## src/rtl/seq_det_param.sv

```systemverilog
// Parametrised Moore sequence detector with a run-time loadable pattern and per-cycle overlap control.
// Optional saturating match counter and match_cnt port when SEQ_DET_COUNT_EN is defined.
module seq_det_param #(
   parameter int unsigned        PAT_W       = 4,
   parameter logic [PAT_W-1:0]   PAT_DEFAULT = 4'b1011,
   parameter int unsigned        CNT_W       = 8
) (
   input  logic              clk,
   input  logic              rst,
   input  logic              en,
   input  logic              x,
   input  logic              ovr_mode,
   input  logic              pat_ld,
   input  logic [PAT_W-1:0]  pat_in,
   output logic [PAT_W-1:0]  pat,
   output logic              z
`ifdef SEQ_DET_COUNT_EN
   ,
   output logic [CNT_W-1:0]  match_cnt
`endif
);

   localparam int unsigned       FILL_W    = $clog2(PAT_W + 1);
   localparam logic [FILL_W-1:0] FILL_FULL = FILL_W'(PAT_W);
   localparam logic [FILL_W-1:0] FILL_ONE  = FILL_W'(1);

   typedef enum logic [0:0] {
      S_SEARCH = 1'b0,
      S_MATCH  = 1'b1
   } state_t;

   state_t             state_q, state_d;
   logic [PAT_W-1:0]   pat_q, pat_d;
   logic [PAT_W-1:0]   hist_q, hist_d;
   logic [FILL_W-1:0]  fill_q, fill_d;
   logic [PAT_W-1:0]   hist_n;
   logic [FILL_W-1:0]  fill_n;
   logic               hit;

   // Candidate history/fill for an accepted sample and the resulting match decision
   always_comb begin
      hist_n = {hist_q[PAT_W-2:0], x};
      if (fill_q == FILL_FULL) begin
         fill_n = FILL_FULL;
      end else begin
         fill_n = fill_q + FILL_ONE;
      end
      hit = (fill_n == FILL_FULL) && (hist_n == pat_q);
   end

   // Next-state: pattern load beats sampling; a non-overlap hit forces PAT_W fresh bits
   always_comb begin
      state_d = state_q;
      pat_d   = pat_q;
      hist_d  = hist_q;
      fill_d  = fill_q;
      if (pat_ld) begin
         state_d = S_SEARCH;
         pat_d   = pat_in;
         hist_d  = '0;
         fill_d  = '0;
      end else if (en) begin
         hist_d = hist_n;
         if (hit) begin
            state_d = S_MATCH;
         end else begin
            state_d = S_SEARCH;
         end
         if (hit && !ovr_mode) begin
            fill_d = '0;
         end else begin
            fill_d = fill_n;
         end
      end else begin
         state_d = state_q;
      end
   end

   // State registers with synchronous reset
   always_ff @(posedge clk) begin
      if (rst) begin
         state_q <= S_SEARCH;
         pat_q   <= PAT_DEFAULT;
         hist_q  <= '0;
         fill_q  <= '0;
      end else begin
         state_q <= state_d;
         pat_q   <= pat_d;
         hist_q  <= hist_d;
         fill_q  <= fill_d;
      end
   end

   assign pat = pat_q;
   assign z   = (state_q == S_MATCH);

`ifdef SEQ_DET_COUNT_EN
   localparam logic [CNT_W-1:0] CNT_MAX = {CNT_W{1'b1}};
   localparam logic [CNT_W-1:0] CNT_ONE = CNT_W'(1);

   logic [CNT_W-1:0] cnt_q, cnt_d;

   // Saturating count of accepted hits, cleared on pattern load
   always_comb begin
      cnt_d = cnt_q;
      if (pat_ld) begin
         cnt_d = '0;
      end else if (en && hit && (cnt_q != CNT_MAX)) begin
         cnt_d = cnt_q + CNT_ONE;
      end else begin
         cnt_d = cnt_q;
      end
   end

   // Match counter register
   always_ff @(posedge clk) begin
      if (rst) begin
         cnt_q <= '0;
      end else begin
         cnt_q <= cnt_d;
      end
   end

   assign match_cnt = cnt_q;
`endif

endmodule

```

## config.mk

```make
export PLATFORM = sky130hd
export DESIGN_NAME = seq_det_param
export DESIGN_NICKNAME = d
export VERILOG_FILES = /design/src/rtl/seq_det_param.sv
export SDC_FILE = /design/constraint.sdc
export NUM_CORES = 1
export LEC_CHECK = 0
export ABC_AREA = 1
export CORE_AREA = 2 2 39 41
export DETAILED_ROUTE_END_ITERATION = 12
export DIE_AREA = 0 0 41 43
export DONT_BUFFER_PORTS = 1
export PLACE_DENSITY = 0.71
export SKIP_CTS_REPAIR_TIMING = 1
export SYNTH_ARGS = -nofsm -noshare
export SYNTH_HDL_FRONTEND = slang
export SYNTH_SLANG_ARGS = --single-unit
```

## constraint.sdc

```tcl
create_clock -name clk -period 1.3 [get_ports clk]
set_input_delay 0.26 -clock clk [delete_from_list [all_inputs] [get_ports clk]]
set_output_delay 0.26 -clock clk [all_outputs]
set_load 0.005 [all_outputs]
```

# Word-level counts from Yosys, hierarchy flattened
# Cells that the tools add are included.
[totals]
reg_bits = 11
input_bits = 10
out_inout_bits = 5
wordCells = 15
[op_classes]
addsub = 1
n_eq_ne = 3
muxes = 3
n_reduce_logical = 4
[op_table]
columns = ["operator", "n"]
rows = [
  ["$eq 3x3->1 const B", 2],
  ["$mux 3", 2],
  ["$eq 4x4->1", 1],
  ["$add 3x1->3 const B", 1],
  ["$logic_and 1x1->1", 2],
  ["$reduce_or 2->1", 1],
  ["$logic_not 1->1", 1],
  ["$mux 1", 1],
]

# Logic depth before layout (Yosys ltp)
[logic_depth]
depth_word = 6
mapped_depth = 9

# Worst setup path after synthesis
# OpenSTA, ideal clock, no wires.
[synth_path]
path_type = "reg2reg"
startpoint = "register fill_q[0]"
endpoint = "register fill_q[2]"
setup_ns = 0.122
arrival_time_ns = 1.115
path_slack_ns = 0.063
stages_incl_launch_ff = 9
synth_period_minus_slack_ns = 1.237
path_cell_list = "dfxtp_1 > inv_1 > ha_1 > a21oi_1 > nand2_1 > nor2_4 > nand3_2 > nand2_2 > a21oi_2"
[synth_via]
elab_chain_cells = 6
elab_cells_between_ends = 7
classes_between = "1 x add/sub; 2 x eq/ne; 2 x mux; 2 x reduce/logical"
[synth_lines]
columns = ["item", "line", "text"]
rows = [
  ["from (decl)", "35", "logic [FILL_W-1:0] fill_q, fill_d;"],
  ["from (signal assigned)", "90", "fill_q <= fill_d;"],
  ["$add 3x1->3 / $eq 3x3->1 (equally long branches)", "46, 43", ""],
  ["$mux 3 (*)", "43", "if (fill_q == FILL_FULL) begin"],
  ["$eq 3x3->1", "48", "hit = (fill_n == FILL_FULL) && (hist_n == pat_q);"],
  ["$logic_and 1x1->1", "48", ""],
  ["$logic_and 1x1->1", "69", "if (hit && !ovr_mode) begin"],
  ["$mux 3 (*)", "69", ""],
]
# Every way passes the cells marked *; elsewhere a longest branch is shown, timed or not.
# A chain may end at the register's enable or synchronous reset.

# Worst setup path in the final report
[layout_path]
startpoint = "register fill_q[1]"
endpoint = "register fill_q[2]"
# Same word-level chain as after synthesis.

==> results_dict.tcl <==
set metrics [dict create \
    synth_area_leader_cell "dfxtp_1" \
    drv_slew 0 \
    synthesis.area_um2 563 \
    ios 15 \
    num_antenna_cells 0 \
    tritoncts "done" \
    path_buf_inv 1 \
    grt_pass1_vias 445 \
    min_to "pat[2]$_SDFFE_PP0P_" \
    synth-edff-count 0 \
    drive_gt1_share_pct 24.7 \
    synth_fp_nets 90 \
    stdcell_area_um2 632 \
    grt_max_degree 13 \
    finClkSkew_ps 4.07 \
    port_buffers 0 \
    synth_flop_cell "dfxtp_1" \
    rows 14 \
    syn2layout_area_growth_pct 12.2 \
    place_area_um2 581 \
    cpPeakStageDelay_ps 360 \
    syn_avg_cell_area_um2 7.22 \
    intPower_mw 0.506 \
    setup.worst_path.end_class "flop" \
    status "completed" \
    instances_no_fill 97 \
    setup_viol 0 \
    drtIter0Drc 14 \
    num-fill-cells 153 \
    r2r_end "fill_q[2]$_SDFFE_PP0P_" \
    critPathRequiredTime_ps 1460 \
    routedWlPerCell_um 11.1 \
    hp-start "rst" \
    grt_use_total_pct 13.8 \
    drc 0 \
    dp_slack_ps -7.58 \
    die_x_um 41 \
    fin_crit_ps 1230 \
    netlist_top_cells_count "inv_1, nand2_1, dfxtp_1" \
    hold_class "in2reg" \
    fmax_ghz 0.810 \
    antenna_found_initial 0 \
    p_clk_share_pct 34.1 \
    yosys_warnings 0 \
    cpLargestDelayFamily "flip-flops" \
    combPwrFrac_pct 11.9 \
    initial_core_util_pct 40.7 \
    core_area_um2 1380 \
    nNetsFinal 94 \
    tns_ps 0 \
    clk_path_buf_depth 2 \
    hold_depth 1 \
    viasPerCell 5.12 \
    finalCritPeriodShare_pct 94.9 \
    routabilityCongestion 0.730 \
    rrSetupSlack_ps 70 \
    cts_buffers 3 \
    htreeDepth 1 \
    slew_headroom_pct 87.1 \
    gr-total-overflow 0 \
    switchingPower_mw 0.174 \
    synthCells 78 \
    async_flop_share_pct 0 \
    finalHoldViolations 0 \
    dpl.cell_count 93 \
    critPathLaunch "fill_q[1]$_SDFFE_PP0P_" \
    p_per_area_nw_per_um2 1080 \
    setup_ws_ps 66.1 \
    rr_startpoint "fill_q[1]$_SDFFE_PP0P_" \
    first_pass_iters 4 \
    clock_sinks 11 \
    synth_top_area_share_pct 39.1 \
    hold_slack_ps 59.4 \
    cts_root_buffer "clkbuf_4" \
    ys_seq_elements 11 \
    crit_slowest_cell "dfxtp_1" \
    dp_hpwl_um 744 \
    p_seq_share_pct 54.0 \
    clkLatencyLatePin_ps 270 \
    ant_nets 0 \
    num_vias 497 \
    p_leak_nw 0.283 \
    synth.area.top_cells "dfxtp_1, inv_1, nand2_1, o21ai_0, a21oi_1" \
    path_class "reg2reg" \
    tightest_slew_ps 191 \
    cp.arrival_ps 1390 \
    cts.clk_slew.worst_paths_ps 70 \
    start_kind "flop" \
    crit_chain "inv_1 > ha_4 > a21oi_2 > nand2_2 > nor2_4 > nand3_2 > nand2_2 > a21oi_2" \
    cap_violations 0 \
    die_area_um2 1760 \
    ys_seq_area_share_pct 39.1 \
    switching_share_pct 25.6 \
    grt_pass1_wl_mm 1.63 \
    totalWireLength_mm 1.07 \
    die_h_um 43 \
    ir_drop_mv 0.602 \
    ff2ff_path_depth 8 \
    cp_max_fo 3 \
    synthDistinctLibCells 15 \
]
[cells in the final DEF (no fill, tap or decap)]
master     n
inv_1     14
nand2_1   13
dfxtp_1   10
o21ai_0    9
a21oi_1    7
nor2_1     5
nand2_2    3
a21oi_2    3
clkbuf_4   3
nor2_4     2
nand3_2    2
nor2_2     2
inv_2      1
nand3_1    1
o211ai_1   1
ha_4       1
ha_2       1
clkbuf_1   1
dfxtp_2    1
buf_4      1
[worst max-delay path by stage]
stage | endpoint | slack [ps] | cells past startpoint
CTS | fill_q[2]$_SDFFE_PP0P_ | -30 | 8
detailed placement | fill_q[2]$_SDFFE_PP0P_ | -8 | 8
finish | fill_q[2]$_SDFFE_PP0P_ | 70 | 8
floorplan | fill_q[2]$_SDFFE_PP0P_ | 60 | 8
global route | fill_q[2]$_SDFFE_PP0P_ | -5 | 8
global placement | fill_q[2]$_SDFFE_PP0P_ | 0.3 | 8
[cells by family (layout without fill, tap and decap cells)]
logic type                 count (synthesis)  after routing  share of synthesized area, %
AOI/OAI and AO/OA                         20             20                          19.6
buffers and inverters                     17             20                          11.8
and+or+nand+nor                           28             28                          25.1
adders and majority gates                  2              2                          4.44
DFF                                       11             11                          39.1
[power groups by stage]
stage | clock, mW | combinational [mW] | sequential [mW]
4_1_cts | 0.242 | 0.0717 | 0.367
3_5_place_dp | 0 | 0.0708 | 0.374
5_1_grt | 0.254 | 0.0936 | 0.369
3_3_place_gp | 0 | 0.0693 | 0.374
2_1_floorplan | 0 | 0.0668 | 0.372
6_report | 0.232 | 0.0813 | 0.367
[worst register-to-register path, cell delays in order, from the launching register on]
cell and delay (ps):
dfxtp_1 360, inv_1 80, ha_4 220, a21oi_2 120, nand2_2 90, nor2_4 90, nand3_2 70, nand2_2 60
a21oi_2 40
[per-layer routing]
layer | vias to the layer above | GRT usage, % | routed length [µm]
li1 | 251 | - | -
met1 | 229 | 16.7 | 466
met2 | 17 | 19.7 | 534
met3 | 0 | 8.90 | 70
met4 | 0 | 4.00 | 0
met5 | - | 0 | 0
[per-stage QoR]
stage | utilization (%) | total power [mW]
6_report | 45.7 | 0.681
3_3_place_gp | 42.0 | 0.443
3_5_place_dp | 42.0 | 0.445
4_1_cts | 43.9 | 0.680
2_1_floorplan | - | 0.438
5_1_grt | 45.7 | 0.718
[registers in the layout, summed over array words and instances, names as in the netlist]
register  count
fill_q        3
hist_q        3
pat           4
z             1
[cell type report]
type / count / area [µm²] / share of cell area [%]
Sequential cell: 11 / 221 / 35.0
Timing Repair Buffer: 1 / 7.51 / 1.19
Multi-Input combinational cell: 50 / 300 / 47.5
Inverter: 15 / 56.3 / 8.91
Tap cell: 16 / 20.0 / 3.17
Clock buffer: 4 / 26.3 / 4.16
Power figures use the tool's default switching activity.
